File: src/rtl/rst_seq_eth.sv
// Ethernet reset sequencer: pulses the MMCM reset, qualifies lock, then releases NUM_CH domains staggered.
// Optional ETH_RST_SEQ_RETRY_EN: a WAIT_LOCK timeout re-pulses the MMCM reset instead of waiting forever.
module rst_seq_eth #(
    parameter int NUM_CH           = 3,
    parameter int SYNC_STAGES      = 2,
    parameter int MMCM_RST_CYC     = 8,
    parameter int LOCK_STABLE_CYC  = 1024,
    parameter int STAGGER_CYC      = 16,
    parameter int LOCK_TIMEOUT_CYC = 65536
) (
    input  logic              clk_in,
    input  logic              rst_in,
    input  logic              locked_in,
    input  logic              sw_rst_in,
    output logic              mmcm_rst_out,
    output logic [NUM_CH-1:0] rst_out,
    output logic              all_ready_out,
    output logic [2:0]        state_out,
    output logic [7:0]        lock_loss_cnt_out,
    output logic              timeout_out
);
    localparam int REL_CYC = NUM_CH * STAGGER_CYC;
    localparam int MAX_AB  = (MMCM_RST_CYC > LOCK_STABLE_CYC) ? MMCM_RST_CYC : LOCK_STABLE_CYC;
    localparam int MAX_CD  = (REL_CYC > LOCK_TIMEOUT_CYC) ? REL_CYC : LOCK_TIMEOUT_CYC;
    localparam int CNT_MAX = ((MAX_AB > MAX_CD) ? MAX_AB : MAX_CD) - 1;
    localparam int CW      = (CNT_MAX < 1) ? 1 : $clog2(CNT_MAX + 1);

    typedef enum logic [2:0] {
        MMCM_RST  = 3'd0,
        WAIT_LOCK = 3'd1,
        STABLE    = 3'd2,
        RELEASE   = 3'd3,
        RUN       = 3'd4
    } state_t;

    state_t                 state, state_nxt;
    logic [CW-1:0]          cnt, cnt_nxt;
    logic [SYNC_STAGES-1:0] sync;
    logic                   locked_sync;
    logic                   timeout_nxt;
    logic [7:0]             loss_nxt;
    logic [NUM_CH-1:0]      rst_nxt;

    assign locked_sync = sync[SYNC_STAGES-1];
    assign state_out   = state;

    always_comb begin
        state_nxt   = state;
        cnt_nxt     = cnt;
        timeout_nxt = timeout_out;
        loss_nxt    = lock_loss_cnt_out;
        case (state)
            MMCM_RST: begin
                if (cnt == CW'(MMCM_RST_CYC - 1)) begin
                    state_nxt = WAIT_LOCK;
                    cnt_nxt   = '0;
                end else begin
                    cnt_nxt = cnt + CW'(1);
                end
            end
            WAIT_LOCK: begin
                if (locked_sync) begin
                    state_nxt = STABLE;
                    cnt_nxt   = '0;
                end else if (cnt == CW'(LOCK_TIMEOUT_CYC - 1)) begin
                    // counter parks at its limit so it never wraps
                    timeout_nxt = 1'b1;
`ifdef ETH_RST_SEQ_RETRY_EN
                    state_nxt = MMCM_RST;
                    cnt_nxt   = '0;
`else
                    cnt_nxt   = cnt;
`endif
                end else begin
                    cnt_nxt = cnt + CW'(1);
                end
            end
            STABLE: begin
                if (!locked_sync) begin
                    state_nxt = WAIT_LOCK;
                    cnt_nxt   = '0;
                end else if (cnt == CW'(LOCK_STABLE_CYC - 1)) begin
                    state_nxt = RELEASE;
                    cnt_nxt   = '0;
                end else begin
                    cnt_nxt = cnt + CW'(1);
                end
            end
            RELEASE, RUN: begin
                // lock loss has priority over a software request
                if (!locked_sync) begin
                    state_nxt = WAIT_LOCK;
                    cnt_nxt   = '0;
                    if (lock_loss_cnt_out != 8'hFF) loss_nxt = lock_loss_cnt_out + 8'd1;
                end else if (sw_rst_in) begin
                    state_nxt = STABLE;
                    cnt_nxt   = '0;
                end else if (state == RELEASE) begin
                    if (cnt == CW'(REL_CYC - 1)) begin
                        state_nxt = RUN;
                        cnt_nxt   = '0;
                    end else begin
                        cnt_nxt = cnt + CW'(1);
                    end
                end
            end
            default: begin
                state_nxt = MMCM_RST;
                cnt_nxt   = '0;
            end
        endcase

        // channel i drops once the RELEASE count reaches (i+1)*STAGGER_CYC
        for (int i = 0; i < NUM_CH; i++) begin
            if (state_nxt == RUN)
                rst_nxt[i] = 1'b0;
            else if (state_nxt == RELEASE)
                rst_nxt[i] = (int'(cnt_nxt) < (i + 1) * STAGGER_CYC);
            else
                rst_nxt[i] = 1'b1;
        end
    end

    always_ff @(posedge clk_in) begin
        if (rst_in) begin
            sync              <= '0;
            state             <= MMCM_RST;
            cnt               <= '0;
            mmcm_rst_out      <= 1'b1;
            rst_out           <= '1;
            all_ready_out     <= 1'b0;
            lock_loss_cnt_out <= '0;
            timeout_out       <= 1'b0;
        end else begin
            sync              <= {sync[SYNC_STAGES-2:0], locked_in};
            state             <= state_nxt;
            cnt               <= cnt_nxt;
            mmcm_rst_out      <= (state_nxt == MMCM_RST);
            rst_out           <= rst_nxt;
            all_ready_out     <= (state_nxt == RUN);
            lock_loss_cnt_out <= loss_nxt;
            timeout_out       <= timeout_nxt;
        end
    end
endmodule
File: config.mk
export PLATFORM = sky130hd
export DESIGN_NAME = rst_seq_eth
export DESIGN_NICKNAME = d
export VERILOG_FILES = /design/src/rtl/rst_seq_eth.sv
export SDC_FILE = /design/constraint.sdc
export NUM_CORES = 1
export LEC_CHECK = 0
export ABC_AREA = 1
export BUFFER_PORTS_ARGS = -buffer_cell sky130_fd_sc_hd__buf_2
export CORE_ASPECT_RATIO = 1.2
export CORE_MARGIN = 3
export CORE_UTILIZATION = 25
export DETAILED_ROUTE_END_ITERATION = 12
export HOLD_SLACK_MARGIN = 0.12
export PLACE_DENSITY_LB_ADDON = 0.3
export SLEW_MARGIN = 40
export SYNTH_ARGS = -nofsm -noshare
export SYNTH_HDL_FRONTEND = slang
export SYNTH_SLANG_ARGS = --single-unit
File: constraint.sdc
create_clock -name clk_in -period 2.96 [get_ports clk_in]
set_input_delay 0.444 -clock clk_in [delete_from_list [all_inputs] [get_ports clk_in]]
set_output_delay 0.444 -clock clk_in [all_outputs]
set_load 0.005 [all_outputs]
==> out/summary.log <==
qor: clock_network.tritoncts done
qor: synthesis.synth_area_leader_cell sky130_fd_sc_hd__dfxtp_1
qor: final_layout.design_area 0.00274 sq mm
qor: outcome.run_status finished clean
qor: timing.max_slew.worst_pin.slew 0.482 ns
qor: final_layout.nets 403
qor: pwr.netSwitchingFraction 21.7%
qor: pwr.clockPowerShare 47.0%
qor: global_route.grt_overflow_total 0
qor: worst_setup_path.critical_path.max_fanout 11
qor: timing.period_minus_slack 2.36 ns
qor: worst_hold_path.min-delay-start locked_in
qor: worst_setup_path.cp.arrival 2.59 ns
qor: route.vias_per_cell 4.69
qor: pwr.post-layout-total-power 0.968 mW
qor: place.post_dp_cell_area 0.00262 sq mm
qor: synthesis.yosysTopAreaCellShare 29.3%
qor: place.place.gp.congestion 0.889
qor: timing.timing.final.hold_violations 0
qor: clock_network.cts.sink_count 35
qor: worst_setup_path.crit_start state_out[2]
qor: timing.fin_crit_sh 79.6%
qor: route.drt_drc_violations_left 0
qor: job.cap_violations 0
qor: global_route.grt_antenna_before_repair 0
qor: worst_setup_path.max_stage_delay 0.59 ns
qor: clock_network.clkLatencyLatePin 0.29 ns
qor: pwr.ir_drop 0.000223 V
qor: final_layout.final.fill_count 1002
qor: pwr.combinationalPowerShare 3.2%
qor: floorplan.pin_count 21
qor: floorplan.die_w 95.3 um
qor: floorplan.placeableCoreArea 0.00918 sq mm
qor: floorplan.starting_utilization_of_the_core_area 26.0%
qor: final_layout.stdcell_count 518
qor: pwr.ratio_of_total_power_to_cell_area 354 mW/mm^2
qor: worst_setup_path.critPathRequiredTime 3.19 ns
qor: worst_setup_path.setup.worst_path.start_class flip-flop
qor: synthesis.synth_warnings 0
qor: route.dr.pass1.iters 4
qor: route.detail_route.wirelength 6850 um
qor: floorplan.dieHeight 113 um
qor: route.route.vias.total 2431
qor: worst_setup_path.crit_path_end_kind flip-flop
qor: worst_setup_path.worst-path-buf-inv 3
qor: synthesis.synth_area_per_cell 6.39 sq um
qor: timing.slew_headroom 67.6%
qor: worst_setup_path.rr_startpoint state_out[2]
qor: place.io_buffers 20
qor: clock_network.post_cts_hold_buffer_count 0
qor: place.placed_cells 510
qor: pwr.power_switching 0.210 mW
qor: timing.maxSlewViolCount 0
qor: final_layout.layout-drive-gt1-share 16.8%
qor: route.initialDrtViolationCount 201
qor: timing.report.final.setup_viol 0
qor: final_layout.area_growth_syn_to_layout 14.5%
qor: global_route.grt_first_pass_wirelength 11600 um
qor: pwr.internal-power 0.758 mW
qor: worst_setup_path.path_class flip-flop to flip-flop
qor: final_layout.insertedDiodeCount 0
qor: synthesis.yosys-top-cells-area sky130_fd_sc_hd__dfxtp_1 (29%), sky130_fd_sc_hd__nand2_1 (15%), sky130_fd_sc_hd__nor2_1 (8.6%)
qor: worst_setup_path.crit_chain inv_2 > nand3_2 > inv_2 > nand2_1 > inv_1 > nand2_1 > nand2_1 > nor2_4 > nor2_2 > nor2_4 > nand2_2 > nor2_4 > nand3_1 > a21oi_1
qor: global_route.global_route.usage.total 13.7%
qor: timing.max_freq 424 MHz
qor: clock_network.clockRootBuffer sky130_fd_sc_hd__clkbuf_8
qor: timing.holdWs 0.348 ns
qor: synthesis.yosys_register_bits 35
qor: floorplan.die-area 0.0108 sq mm
qor: route.wl_per_cell 13.2 um
qor: global_route.first_global_vias 2391
qor: synthesis.syn_inst 374
qor: pwr.p_leak 1.32 nW
qor: global_route.grt_max_degree 23
qor: route.postRouteAntennaNets 0
qor: clock_network.cts_resized 0
qor: timing.skew 0.00862 ns
qor: clock_network.maximum_level_of_the_cts_h_tree 2
qor: clock_network.cts_buffers 5
qor: clock_network.clk_transition_reported_paths 0.08 ns
qor: synthesis.synthesis.nets 380
qor: synthesis.synth_sequential_area_ratio 29.3%
qor: synthesis.post_synth_num_cell_types 29
qor: worst_setup_path.register_to_register_path_setup_slack 0.60 ns
qor: place.dpl_worst_slack 0.656 ns
qor: worst_setup_path.critical-path-slowest-cell sky130_fd_sc_hd__dfxtp_1
qor: timing.setup_tns 0 ns
qor: worst_hold_path.min-delay-path-class input port to flip-flop
qor: pwr.power_frac_seq 49.8%
qor: clock_network.clockBufferDepth 2
qor: synthesis.post_synth_instance_area 0.00239 sq mm
qor: clock_network.cts.repair_timing.setup_buffer_count 0
qor: floorplan.std_cell_rows 38
qor: final_layout.final_core_util 29.8%
qor: place.dp_hpwl 5480 um
qor: timing.fin_ws 0.603 ns
qor: timing.rsz_0062_raised_after_global_routing no
qor: worst_setup_path.critical_path.top_delay_family simple AND/OR/NAND/NOR gates
-- Yosys cell counts (all sizes together) --
| cell type | n |
|---|---|
| nand2 | 104 |
| dfxtp | 35 |
| a21oi | 21 |
| nor3 | 5 |
| nand4 | 14 |
| ha | 2 |
| o21bai | 3 |
| o21ai | 23 |
| nand3b | 1 |
| buf | 2 |
| o21a | 1 |
| nand3 | 35 |
| clkinv | 1 |
| clkbuf | 2 |
| xor2 | 6 |
| nor3b | 2 |
| inv | 46 |
| nor2 | 71 |
-- layout make-up --
class                   count  area [sq um]  area share, %
inverters                  47           176           6.45
flip-flops and latches     35           701           25.6
repair buffers             20           100           3.66
clock inverters             2          35.0           1.28
well taps                 120           150           5.49
clock buffers               6          82.6           3.02
multi-input cells         288          1490           54.5
-- state kept, by name, summed over array words and instances (netlist names) --
signal / flops
cnt: 16
mmcm_rst_out: 1
lock_loss_cnt_out: 8
rst_out: 3
state_out: 3
sync: 2
all_ready_out: 1
timeout_out: 1
-- power groups by stage --
stage / sequential [mW] / clock (mW) / combinational [mW]
global route: 0.483 / 0.488 / 0.0352
finish: 0.482 / 0.456 / 0.0309
global placement: 0.493 / 0 / 0.0307
CTS: 0.482 / 0.468 / 0.0314
detailed placement: 0.493 / 0 / 0.0313
floorplan: 0.492 / 0 / 0.0217
-- tightest hold or removal path, delay by kind of cell --
family,cells,cell delay [ns]
AND/OR/NAND/NOR,1,0.06
buffers and inverters,2,0.10
-- routing by layer --
layer	global-route usage, %	share of wire, %	routed length (um)	vias up
met5	0	0	0	-
met4	5.68	3.0	208	0
met3	1.93	5.1	346	15
met2	23.6	49	3370	66
met1	16.7	43	2920	1100
li1	-	-	-	1250
-- path summary, 6_finish.rpt --
| kind | cells past startpoint | to |
|---|---|---|
| worst max-delay path | 14 | rst_out[0] |
| worst min-delay path | 3 | sync[0] |
| worst max register to register | 14 | rst_out[0] |
| worst min register to register | 2 | sync[1] |
-- placed cells by master (no fill, tap or decap), drive strengths merged --
master,count
nand2,104
nor2,71
inv,46
dfxtp,35
nand3,35
o21ai,23
a21oi,21
buf,20
nand4,14
xor2,6
clkbuf,6
nor3,5
o21bai,3
nor3b,2
ha,2
clkinv,2
nand3b,1
o21a,1
bufinv,1
-- cell families (layout without fill, tap and decap cells) --
kind of cell | after synthesis | count (layout) | synth area share (%)
adder cells (fa/ha/maj) | 2 | 2 | 1.05
flip-flops | 35 | 35 | 29.3
AND/OR/NAND/NOR | 232 | 232 | 48.0
AO/OA/AOI/OAI | 48 | 48 | 11.1
XOR/XNOR | 6 | 6 | 2.20
buffers and inverters | 51 | 75 | 8.32
Power figures use the tool's default switching activity.
